### src/rtl/cmp_arb_pkg.sv
// Shared types and defaults for the round-robin compare arbiter.
// The optional signed build is selected by defining CMP_ARB_SIGNED_EN.
package cmp_arb_pkg;

   localparam int CMP_ARB_NUM_REQ = 4;
   localparam int CMP_ARB_WIDTH   = 4;

   typedef enum logic [1:0] {
      IDLE = 2'd0,
      CMP  = 2'd1,
      RESP = 2'd2
   } cmp_arb_state_e;

   typedef struct packed {
      logic gt;
      logic lt;
      logic eq;
   } cmp_result_t;

   // The ID field stays one bit wide even when there is a single requester.
   function automatic int cmp_id_w(input int n);
      return (n > 1) ? $clog2(n) : 1;
   endfunction

endpackage

### src/rtl/cmp_arbiter_if.sv
// Request/response bundle between client FSMs (master) and the shared comparator (slave).
// Signal set is identical whether or not CMP_ARB_SIGNED_EN is defined.
interface cmp_arbiter_if
   import cmp_arb_pkg::*;
#(
   parameter int NUM_REQ = CMP_ARB_NUM_REQ,
   parameter int WIDTH   = CMP_ARB_WIDTH,
   parameter int ID_W    = cmp_id_w(NUM_REQ)
);

   logic [NUM_REQ-1:0]       req_valid;
   logic [NUM_REQ-1:0]       req_ready;
   logic [NUM_REQ*WIDTH-1:0] req_a;
   logic [NUM_REQ*WIDTH-1:0] req_b;
   logic                     rsp_valid;
   logic                     rsp_ready;
   logic [ID_W-1:0]          rsp_id;
   logic                     rsp_gt;
   logic                     rsp_lt;
   logic                     rsp_eq;

   modport master (
      output req_valid, req_a, req_b, rsp_ready,
      input  req_ready, rsp_valid, rsp_id, rsp_gt, rsp_lt, rsp_eq
   );

   modport slave (
      input  req_valid, req_a, req_b, rsp_ready,
      output req_ready, rsp_valid, rsp_id, rsp_gt, rsp_lt, rsp_eq
   );

endinterface

### src/rtl/cmp_rr_picker.sv
// Combinational round-robin search: first set request starting at rr_ptr, wrapping.
// Used identically in both the signed (CMP_ARB_SIGNED_EN) and unsigned builds.
module cmp_rr_picker
   import cmp_arb_pkg::*;
#(
   parameter int NUM_REQ = CMP_ARB_NUM_REQ,
   parameter int ID_W    = cmp_id_w(NUM_REQ)
) (
   input  logic [NUM_REQ-1:0] req,
   input  logic [ID_W-1:0]    rr_ptr,
   output logic [NUM_REQ-1:0] grant,
   output logic [ID_W-1:0]    grant_idx,
   output logic               any_req
);

   localparam logic [ID_W:0] NUM_W = (ID_W+1)'(NUM_REQ);

   logic [NUM_REQ-1:0] rot_req;
   logic [ID_W-1:0]    rot_idx [NUM_REQ];

   // Slot gi of the rotated view is requester (rr_ptr + gi) mod NUM_REQ.
   genvar gi;
   generate
      for (gi = 0; gi < NUM_REQ; gi++) begin : g_rot
         logic [ID_W:0] sum;
         assign sum          = {1'b0, rr_ptr} + (ID_W+1)'(gi);
         assign rot_idx[gi]  = (sum >= NUM_W) ? ID_W'(sum - NUM_W) : sum[ID_W-1:0];
         assign rot_req[gi]  = req[rot_idx[gi]];
      end
   endgenerate

   always_comb begin
      grant_idx = '0;
      for (int k = NUM_REQ - 1; k >= 0; k--) begin
         if (rot_req[k]) begin
            grant_idx = rot_idx[k];
         end
      end
      any_req = |req;
      grant   = any_req ? (NUM_REQ'(1) << grant_idx) : '0;
   end

endmodule

### src/rtl/cmp_arbiter.sv
// Round-robin arbiter sharing one registered magnitude comparator among NUM_REQ clients.
// Define CMP_ARB_SIGNED_EN to compare operands as two's-complement (gt/lt only).
module cmp_arbiter
   import cmp_arb_pkg::*;
#(
   parameter int NUM_REQ = CMP_ARB_NUM_REQ,
   parameter int WIDTH   = CMP_ARB_WIDTH
) (
   input  logic         clk,
   input  logic         rst_n,
   cmp_arbiter_if.slave bus
);

   localparam int              ID_W    = cmp_id_w(NUM_REQ);
   localparam logic [ID_W-1:0] LAST_ID = ID_W'(NUM_REQ - 1);

   cmp_arb_state_e     state_reg, state_next;
   logic [ID_W-1:0]    rr_ptr_reg, id_reg, rsp_id_reg;
   logic [ID_W-1:0]    grant_idx, ptr_next;
   logic [WIDTH-1:0]   a_reg, b_reg;
   logic               rsp_valid_reg;
   cmp_result_t        result_reg, cmp_res;
   logic [NUM_REQ-1:0] grant;
   logic               any_req, accept;
   logic [WIDTH-1:0]   a_arr [NUM_REQ];
   logic [WIDTH-1:0]   b_arr [NUM_REQ];

   genvar gi;
   generate
      for (gi = 0; gi < NUM_REQ; gi++) begin : g_unpack
         assign a_arr[gi] = bus.req_a[gi*WIDTH +: WIDTH];
         assign b_arr[gi] = bus.req_b[gi*WIDTH +: WIDTH];
      end
   endgenerate

   cmp_rr_picker #(
      .NUM_REQ (NUM_REQ),
      .ID_W    (ID_W)
   ) u_picker (
      .req       (bus.req_valid),
      .rr_ptr    (rr_ptr_reg),
      .grant     (grant),
      .grant_idx (grant_idx),
      .any_req   (any_req)
   );

   assign accept   = (state_reg == IDLE) && any_req;
   assign ptr_next = (grant_idx == LAST_ID) ? '0 : grant_idx + ID_W'(1);

   always_ff @(posedge clk or negedge rst_n) begin
      if (!rst_n) begin
         state_reg <= IDLE;
      end else begin
         state_reg <= state_next;
      end
   end

   always_comb begin
      state_next = state_reg;
      case (state_reg)
         IDLE:    if (any_req) state_next = CMP;
         CMP:     state_next = RESP;
         RESP:    if (bus.rsp_ready) state_next = IDLE;
         default: state_next = IDLE;
      endcase
   end

   always_ff @(posedge clk or negedge rst_n) begin
      if (!rst_n) begin
         rr_ptr_reg    <= '0;
         id_reg        <= '0;
         a_reg         <= '0;
         b_reg         <= '0;
         rsp_id_reg    <= '0;
         result_reg    <= '0;
         rsp_valid_reg <= 1'b0;
      end else begin
         if (accept) begin
            a_reg      <= a_arr[grant_idx];
            b_reg      <= b_arr[grant_idx];
            id_reg     <= grant_idx;
            rr_ptr_reg <= ptr_next;
         end
         // Flags are only rewritten in CMP, so they hold after the response is taken.
         if (state_reg == CMP) begin
            result_reg    <= cmp_res;
            rsp_id_reg    <= id_reg;
            rsp_valid_reg <= 1'b1;
         end else if (state_reg == RESP && bus.rsp_ready) begin
            rsp_valid_reg <= 1'b0;
         end
      end
   end

   always_comb begin
      bus.req_ready = '0;
      if (rst_n && state_reg == IDLE) begin
         bus.req_ready = grant;
      end
      cmp_res = '0;
`ifdef CMP_ARB_SIGNED_EN
      cmp_res.gt = $signed(a_reg) > $signed(b_reg);
      cmp_res.lt = $signed(a_reg) < $signed(b_reg);
`else
      cmp_res.gt = a_reg > b_reg;
      cmp_res.lt = a_reg < b_reg;
`endif
      cmp_res.eq = a_reg == b_reg;
   end

   assign bus.rsp_valid = rsp_valid_reg;
   assign bus.rsp_id    = rsp_id_reg;
   assign bus.rsp_gt    = result_reg.gt;
   assign bus.rsp_lt    = result_reg.lt;
   assign bus.rsp_eq    = result_reg.eq;

endmodule

### src/flat_wrapper.sv
// flat-port wrapper written by rule: the top's interface ports become plain ports
module cmp_arbiter_flat import cmp_arb_pkg::*;
#(
   parameter int NUM_REQ = CMP_ARB_NUM_REQ,
   parameter int WIDTH   = CMP_ARB_WIDTH
)
  (clk, rst_n, bus_req_valid, bus_req_a, bus_req_b, bus_rsp_ready, bus_req_ready, bus_rsp_valid, bus_rsp_id, bus_rsp_gt, bus_rsp_lt, bus_rsp_eq);
  cmp_arbiter_if #(.NUM_REQ(NUM_REQ), .WIDTH(WIDTH)) bus_i ();
  input  logic clk;
  input  logic rst_n;
  input wire logic [$bits(bus_i.req_valid)-1:0] bus_req_valid;
  input wire logic [$bits(bus_i.req_a)-1:0] bus_req_a;
  input wire logic [$bits(bus_i.req_b)-1:0] bus_req_b;
  input wire logic [$bits(bus_i.rsp_ready)-1:0] bus_rsp_ready;
  output wire logic [$bits(bus_i.req_ready)-1:0] bus_req_ready;
  output wire logic [$bits(bus_i.rsp_valid)-1:0] bus_rsp_valid;
  output wire logic [$bits(bus_i.rsp_id)-1:0] bus_rsp_id;
  output wire logic [$bits(bus_i.rsp_gt)-1:0] bus_rsp_gt;
  output wire logic [$bits(bus_i.rsp_lt)-1:0] bus_rsp_lt;
  output wire logic [$bits(bus_i.rsp_eq)-1:0] bus_rsp_eq;
  assign bus_i.req_valid = bus_req_valid;
  assign bus_i.req_a = bus_req_a;
  assign bus_i.req_b = bus_req_b;
  assign bus_i.rsp_ready = bus_rsp_ready;
  assign bus_req_ready = bus_i.req_ready;
  assign bus_rsp_valid = bus_i.rsp_valid;
  assign bus_rsp_id = bus_i.rsp_id;
  assign bus_rsp_gt = bus_i.rsp_gt;
  assign bus_rsp_lt = bus_i.rsp_lt;
  assign bus_rsp_eq = bus_i.rsp_eq;
  cmp_arbiter #(.NUM_REQ(NUM_REQ), .WIDTH(WIDTH)) u_core (.clk(clk), .rst_n(rst_n), .bus(bus_i));
endmodule
### config.mk
export PLATFORM = sky130hd
export DESIGN_NAME = cmp_arbiter_flat
export DESIGN_NICKNAME = d
export VERILOG_FILES = /design/src/rtl/cmp_arb_pkg.sv /design/src/rtl/cmp_arbiter_if.sv /design/src/rtl/cmp_rr_picker.sv /design/src/rtl/cmp_arbiter.sv /design/src/flat_wrapper.sv
export SDC_FILE = /design/constraint.sdc
export NUM_CORES = 1
export LEC_CHECK = 0
export BUFFER_PORTS_ARGS = -buffer_cell sky130_fd_sc_hd__clkbuf_2
export CAP_MARGIN = 10
export CORE_MARGIN = 1.5
export CORE_UTILIZATION = 48
export DETAILED_ROUTE_END_ITERATION = 12
export GPL_ROUTABILITY_DRIVEN = 0
export PLACE_DENSITY = 0.83
export SLEW_MARGIN = 0
export SYNTH_ARGS = -nofsm -noshare
export SYNTH_HDL_FRONTEND = slang
export SYNTH_SLANG_ARGS = --single-unit
export TNS_END_PERCENT = 1
### constraint.sdc
create_clock -name clk -period 2.4 [get_ports clk]
set_input_delay 0.36 -clock clk [delete_from_list [all_inputs] [get_ports clk]]
set_output_delay 0.36 -clock clk [all_outputs]
set_load 0.005 [all_outputs]
# Yosys cells after proc, flatten, opt, wreduce, memory -nomap -nowiden
# Cells that the tools add are included.
# op_classes
order_cmp	11
n_mul	0
add_sub_neg	8
div_mod_pow	0
n_reduce_logical	7
muxes	30
n_eq_ne	6
bitwise_logic	1
shift	1
# ops
operator	count
2-to-1 mux 4 bit	6
2-to-1 mux 2 bit	11
binary-select mux 4 bit (select 2 bit)	2
>= comparator 3 bit (second input constant)	4
less-than comparator 2 x 3 -> 1 bit (second input constant)	4
binary-select mux 1 bit (select 2 bit)	4
subtractor 2 x 1 -> 2 bit (second input constant)	4
adder 2 x 2 -> 3 bit (second input constant)	2
2-to-1 mux 1 bit	6
case mux 2 bit (3 select lines)	1
== test 2 bit (second input constant)	2
== test 4 bit	1
greater-than comparator 4 bit	1
less-than comparator 4 bit	1
OR reduction 4 bit	1
left shift 1 x 2 -> 4 bit (first input constant)	1
adder 2 x 1 -> 3 bit (second input constant)	1
>= comparator 2 x 3 -> 1 bit (second input constant)	1
logical AND 1 bit	3
inverter 2 -> 3 bit	1
adder 2 x 1 -> 2 bit (second input constant)	1
== test 2 x 1 -> 1 bit (second input constant)	1
logical NOT 2 bit	1
inequality test 2 x 1 -> 1 bit (second input constant)	1
3 further kinds	3
# totals
latchBits	0
out_inout_bits	10
romBits	0
ram_bits	0
n_memories	0
ff_bits	20

# Depth between registers and ports, before layout
# logic_depth
word_depth	13
mapped_depth	7

# By module
# A second synthesis with hierarchy kept.
# unflattened
hier_cells	127
area_unflattened_um2	1291.2
# by_module_without_submodules
mod	cells_per_inst	n_inst	area_per_inst_um2
cmp_arbiter	98	1	1081.0
cmp_rr_picker	29	1	210.2

# Worst setup path before layout
# Ideal clock, no wire load.
# synth_timing
path_kind	flip-flop to output port
from	register u_core.rr_ptr_reg[1]
to	output bus_req_ready[3]
path_buffers	1
arrival_time_ns	1.452
path_stages_with_launch	7
required_ns	2.040
slack_ns	0.588
path_cell_list	dfrtp_1 -> mux2_4 -> o221ai_2 -> buf_6 -> inv_4 -> ha_1 -> and3_1
# synth_via
elab_chain_len	12
elab_cells_between_ends	30
cone_classes	add/sub: 7; order compare: 4; shift: 1; mux: 18
# synth_lines
element	line	text
start, declared	cmp_arbiter.sv:18	logic [ID_W-1:0] rr_ptr_reg, id_reg, rsp_id_reg;
start signal, assigned	cmp_arbiter.sv:82	rr_ptr_reg <= ptr_next;
adder 2 x 2 -> 3 bit	cmp_rr_picker.sv:26	assign sum = {1'b0, rr_ptr} + (ID_W+1)'(gi);
>= comparator 3 bit or subtractor 2 x 1 -> 2 bit (tied branches)	cmp_rr_picker.sv:27	assign rot_idx[gi] = (sum >= NUM_W) ? ID_W'(sum - NUM_W) : sum[ID_W-1:0];
2-to-1 mux 2 bit	cmp_rr_picker.sv:27	
binary-select mux 1 bit (select 2 bit)	cmp_rr_picker.sv:28	assign rot_req[gi] = req[rot_idx[gi]];
2-to-1 mux 1 bit (implied by the code)	cmp_rr_picker.sv:28	
2-to-1 mux 2 bit (3 in a row)	cmp_rr_picker.sv:35	if (rot_req[k]) begin
2-to-1 mux 2 bit (*)	cmp_rr_picker.sv:35	
left shift 1 x 2 -> 4 bit (*)	cmp_rr_picker.sv:40	grant = any_req ? (NUM_REQ'(1) << grant_idx) : '0;
2-to-1 mux 4 bit (*)	cmp_rr_picker.sv:40	
2-to-1 mux 4 bit (*)	cmp_arbiter.sv:97	if (rst_n && state_reg == IDLE) begin
end, declared	flat_wrapper.sv:15	output wire logic [$bits(bus_i.req_ready)-1:0] bus_req_ready;
# Every way passes the cells marked *; elsewhere a longest branch is shown, timed or not. The select of a mux whose other input is x is not followed.

# Final worst setup path
# Same ends and word-level chain as after synthesis.

==> results.md <==
- Worst min-delay path category: primary input to flip-flop
- CTS Sinks: 20
- Synth Area in Compound Gates: between 10% and 20%
- CP Capture Type: primary output
- Fraction of layout instances using a drive strength above 1: 43.79%
- Largest family of logic cells by synthesized area: compound AO/OA/AOI/OAI gates
- Post-synthesis mux area share: ~16%
- Sw Ratio: about 40%
- Initial antenna violation count: 0
- Starting density of the core: about half
- Largest net degree at the start of global routing: 20
- Pwr dens: 1110 mW/mm²
- Die X: approximately 54 µm
- Comb pwr share: 55.0%
- Mean Syn Cell Area: approximately 11 µm²
- Endpoints failing setup: 0
- Vias in the first global route: 1004
- CTS tree: done
- Sequential share of the synthesized area: about two fifths
- Post-CTS Setup Bufs: 0
- Top_reg_cell synth: dfrtp_1
- Clk pwr share: 11.2%
- Vias/cell: roughly 5.4
- Worst-case clock buffer depth: 2
- RSZ-0062 raised after global routing: false
- Residual DRC: 0
- Sequential share of power: 33.9%
- Post-synth EDFFs: 0
- First-pass GRT wire length: between 4000 and 5000 µm
- Top cells by area, synth: dfrtp_1, mux2_4, mux2i_1, ha_1, a221o_1
- Worst EP required: 2040 ps
- Cell count after placement: 194
- Area of the multi-input gates: approximately 700 µm²
- Max stage delay on crit path: 470 ps
- XOR/XNOR share of the synthesized area: 0%
- CP Max Fanout: 6
- Clock transition at path regs: approximately 120 ps
- Max Cap Violations: 0
- Kind of critical path: flip-flop to primary output
- Slew headroom: about 75%
- Syn Nets: around 160
- # IOs: about 50
- Post-synth top area share: between 30% and 40%
- Hold Vio Cnt, Final: 0
- Total CTS buffers: 3
- WL per Instance: roughly 13 µm
- P_int: 1069 µW
- Final-report max-slew violation count: 0
- Switching power: 705.4 µW
- Total Wirelength: 2581 µm
- Asr flop ratio synth: 100.0%
- H-tree lvl count: 1
- Via count: 1066
- Setup TNS: 0 ps
- CP arrival: roughly 1900 ps
- Total GRT Usage: between 10% and 20%
- Crit-path slowest cell: dfrtp_1
- Synthesis-to-layout area growth: 26.66%
- Tmin final: around 2300 ps
- WHS: roughly 250 ps
- Worst Tran Pin Value: approximately 380 ps
- Library cells used by synthesis: 37
- Status: completed
- Yosys reg bits: 20
- Die Area: ~0.0029 mm²
- Grt total ovfl: 0
- Fin cells: just under 200
- Leading area contributor after synthesis: dfrtp_1
- Floorplan row count: 18
- Routed Antenna Nets: 0
- DR pass1 iterations: 4
- HPWL after DPL: between 2000 and 2500 µm
- Adder-cell area share of the yosys netlist: under 10%
- Number of synthesis warnings: 0
- CP Cell Sequence: mux2_4, o221ai_4, inv_4, ha_1, and3_1, clkbuf_2
- Fin nets: approximately 210
- Synth Area in Simple Gates: 13.48%
- Critical path launch point type: flip-flop
- Area of the mapped netlist: around 0.0013 mm²
- Iteration-0 DRC Markers: 8
- Tcrit/Tclk final: 95.63%
- Post-layout util: 64.55%
- Storage element area: around 500 µm²
- CTS root buffer: clkbuf_4
- Die height: 54.29 µm
- Skew final: around 6.6 ps
- Clk_lat worst skew: a little over 300 ps
- Maximum clock frequency: 0.4357 GHz
- Worst vdd ir: about 0.63 mV
- Fillers: ~210
- Diodes inserted: 0
- Post-Synthesis Cells: roughly 120
- Leak: between 0.0008 and 0.0009 µW
- Core box area: roughly 0.0025 mm²
- IO Port Bufs: 48
## cell usage after synthesis (all sizes together), types with 2 or more instances
cell type  number
nand2b          4
nor2            5
a2111oi         3
dfrtp          20
ha              5
clkbuf          3
a221oi          2
a21o            2
mux2            9
buf             4
o21ai           5
nor3            6
a21oi           6
inv             9
nand2           8
and2            3
a221o           5
mux2i           8
## power groups by stage
stage          logic [µW]  clock network, µW  registers [µW]
4_1_cts               971                200             602
3_3_place_gp          923                  0             600
2_1_floorplan         744                  0             585
3_5_place_dp          971                  0             609
6_report              976                198             601
5_1_grt              1100                221             622
## stage by stage
| step | worst slack [ps] | power, µW | area [µm²] |
|---|---|---|---|
| CTS | 16.06 | 1773 | 1588 |
| detailed placement | 283.7 | 1580 | 1541 |
| global route | 10.89 | 1942 | 1599 |
| global placement | 352.9 | 1523 | 1541 |
| floorplan | 587.6 | 1329 | 1262 |
| finish | 105.0 | 1775 | 1599 |
## routing by layer
metal / share of wire (%) / vias to the layer above / wire length [µm] / GRT usage [%]
li1: - / 530 / - / -
met1: 43 / 498 / 1108 / 23.78
met4: 1.2 / 0 / 31 / 7.083
met5: 0 / - / 0 / 0
met3: 5.3 / 4 / 136 / 3.279
met2: 51 / 34 / 1304 / 34.94
## repair_timing
| item | 4_1_cts | 5_1_grt |
|---|---|---|
| setup endpoints to repair | 0 | 1 |
| endpoints found under the hold margin | 1 | 0 |
| resized for setup | 0 | 1 |
| hold buffers | 1 | 0 |
## path summary, 6_finish.rpt
path | cells past startpoint | from | end | slack (ps)
max in group asynchronous | 3 | rst_n | u_core.a_reg[3] | 1550
worst max register to register | 5 | u_core.rr_ptr_reg[1] | u_core.a_reg[1] | 360
worst max-delay path | 6 | u_core.rr_ptr_reg[1] | bus_req_ready[3] | 100
min in group asynchronous | 2 | rst_n | u_core.rr_ptr_reg[1] | 390
worst min-delay path | 2 | bus_rsp_ready | u_core.state_reg[1] | 250
worst min register to register | 2 | u_core.bus.rsp_eq | u_core.bus.rsp_eq | 490
## cells in the final DEF (no fill, tap or decap), types with 2 or more instances in the layout
| master | netlist | routed |
|---|---|---|
| a2111oi_2 | 2 | 2 |
| a21o_1 | 2 | 2 |
| a21oi_1 | 6 | 6 |
| a221o_1 | 5 | 5 |
| a221oi_2 | 2 | 2 |
| and2_1 | 3 | 3 |
| buf_4 | 0 | 3 |
| clkbuf_2 | 0 | 48 |
| clkbuf_4 | 1 | 3 |
| dfrtp_1 | 20 | 20 |
| ha_1 | 5 | 5 |
| inv_1 | 7 | 7 |
| mux2_2 | 3 | 3 |
| mux2_4 | 6 | 6 |
| mux2i_1 | 8 | 8 |
| nand2_1 | 8 | 8 |
| nand2b_1 | 4 | 4 |
| nor2_1 | 4 | 4 |
| nor3_1 | 6 | 6 |
| o21ai_0 | 5 | 5 |
## layout make-up
type | count | area share [%]
clock buffer | 4 | 2.269
inverter | 10 | 2.504
multi-input combinational | 82 | 43.27
sequential | 20 | 31.30
tap | 30 | 2.347
timing repair buffer | 53 | 18.31
## cells by family after synthesis
kind of cell	count (synthesis)
AO/OA/AOI/OAI	27
adder cells (fa/ha/maj)	5
buffers and inverters	17
flip-flops	20
multiplexers	17
AND/OR/NAND/NOR	33
## worst max-delay path, delay by kind of cell, from the launching register on
family,cells,cell delay (ps)
AO/OA/AOI/OAI,1,290
AND/OR/NAND/NOR,1,160
multiplexers,1,340
flip-flops,1,470
adder cells (fa/ha/maj),1,180
buffers and inverters,2,200
Note: power is estimated with default switching activity, not from simulation.
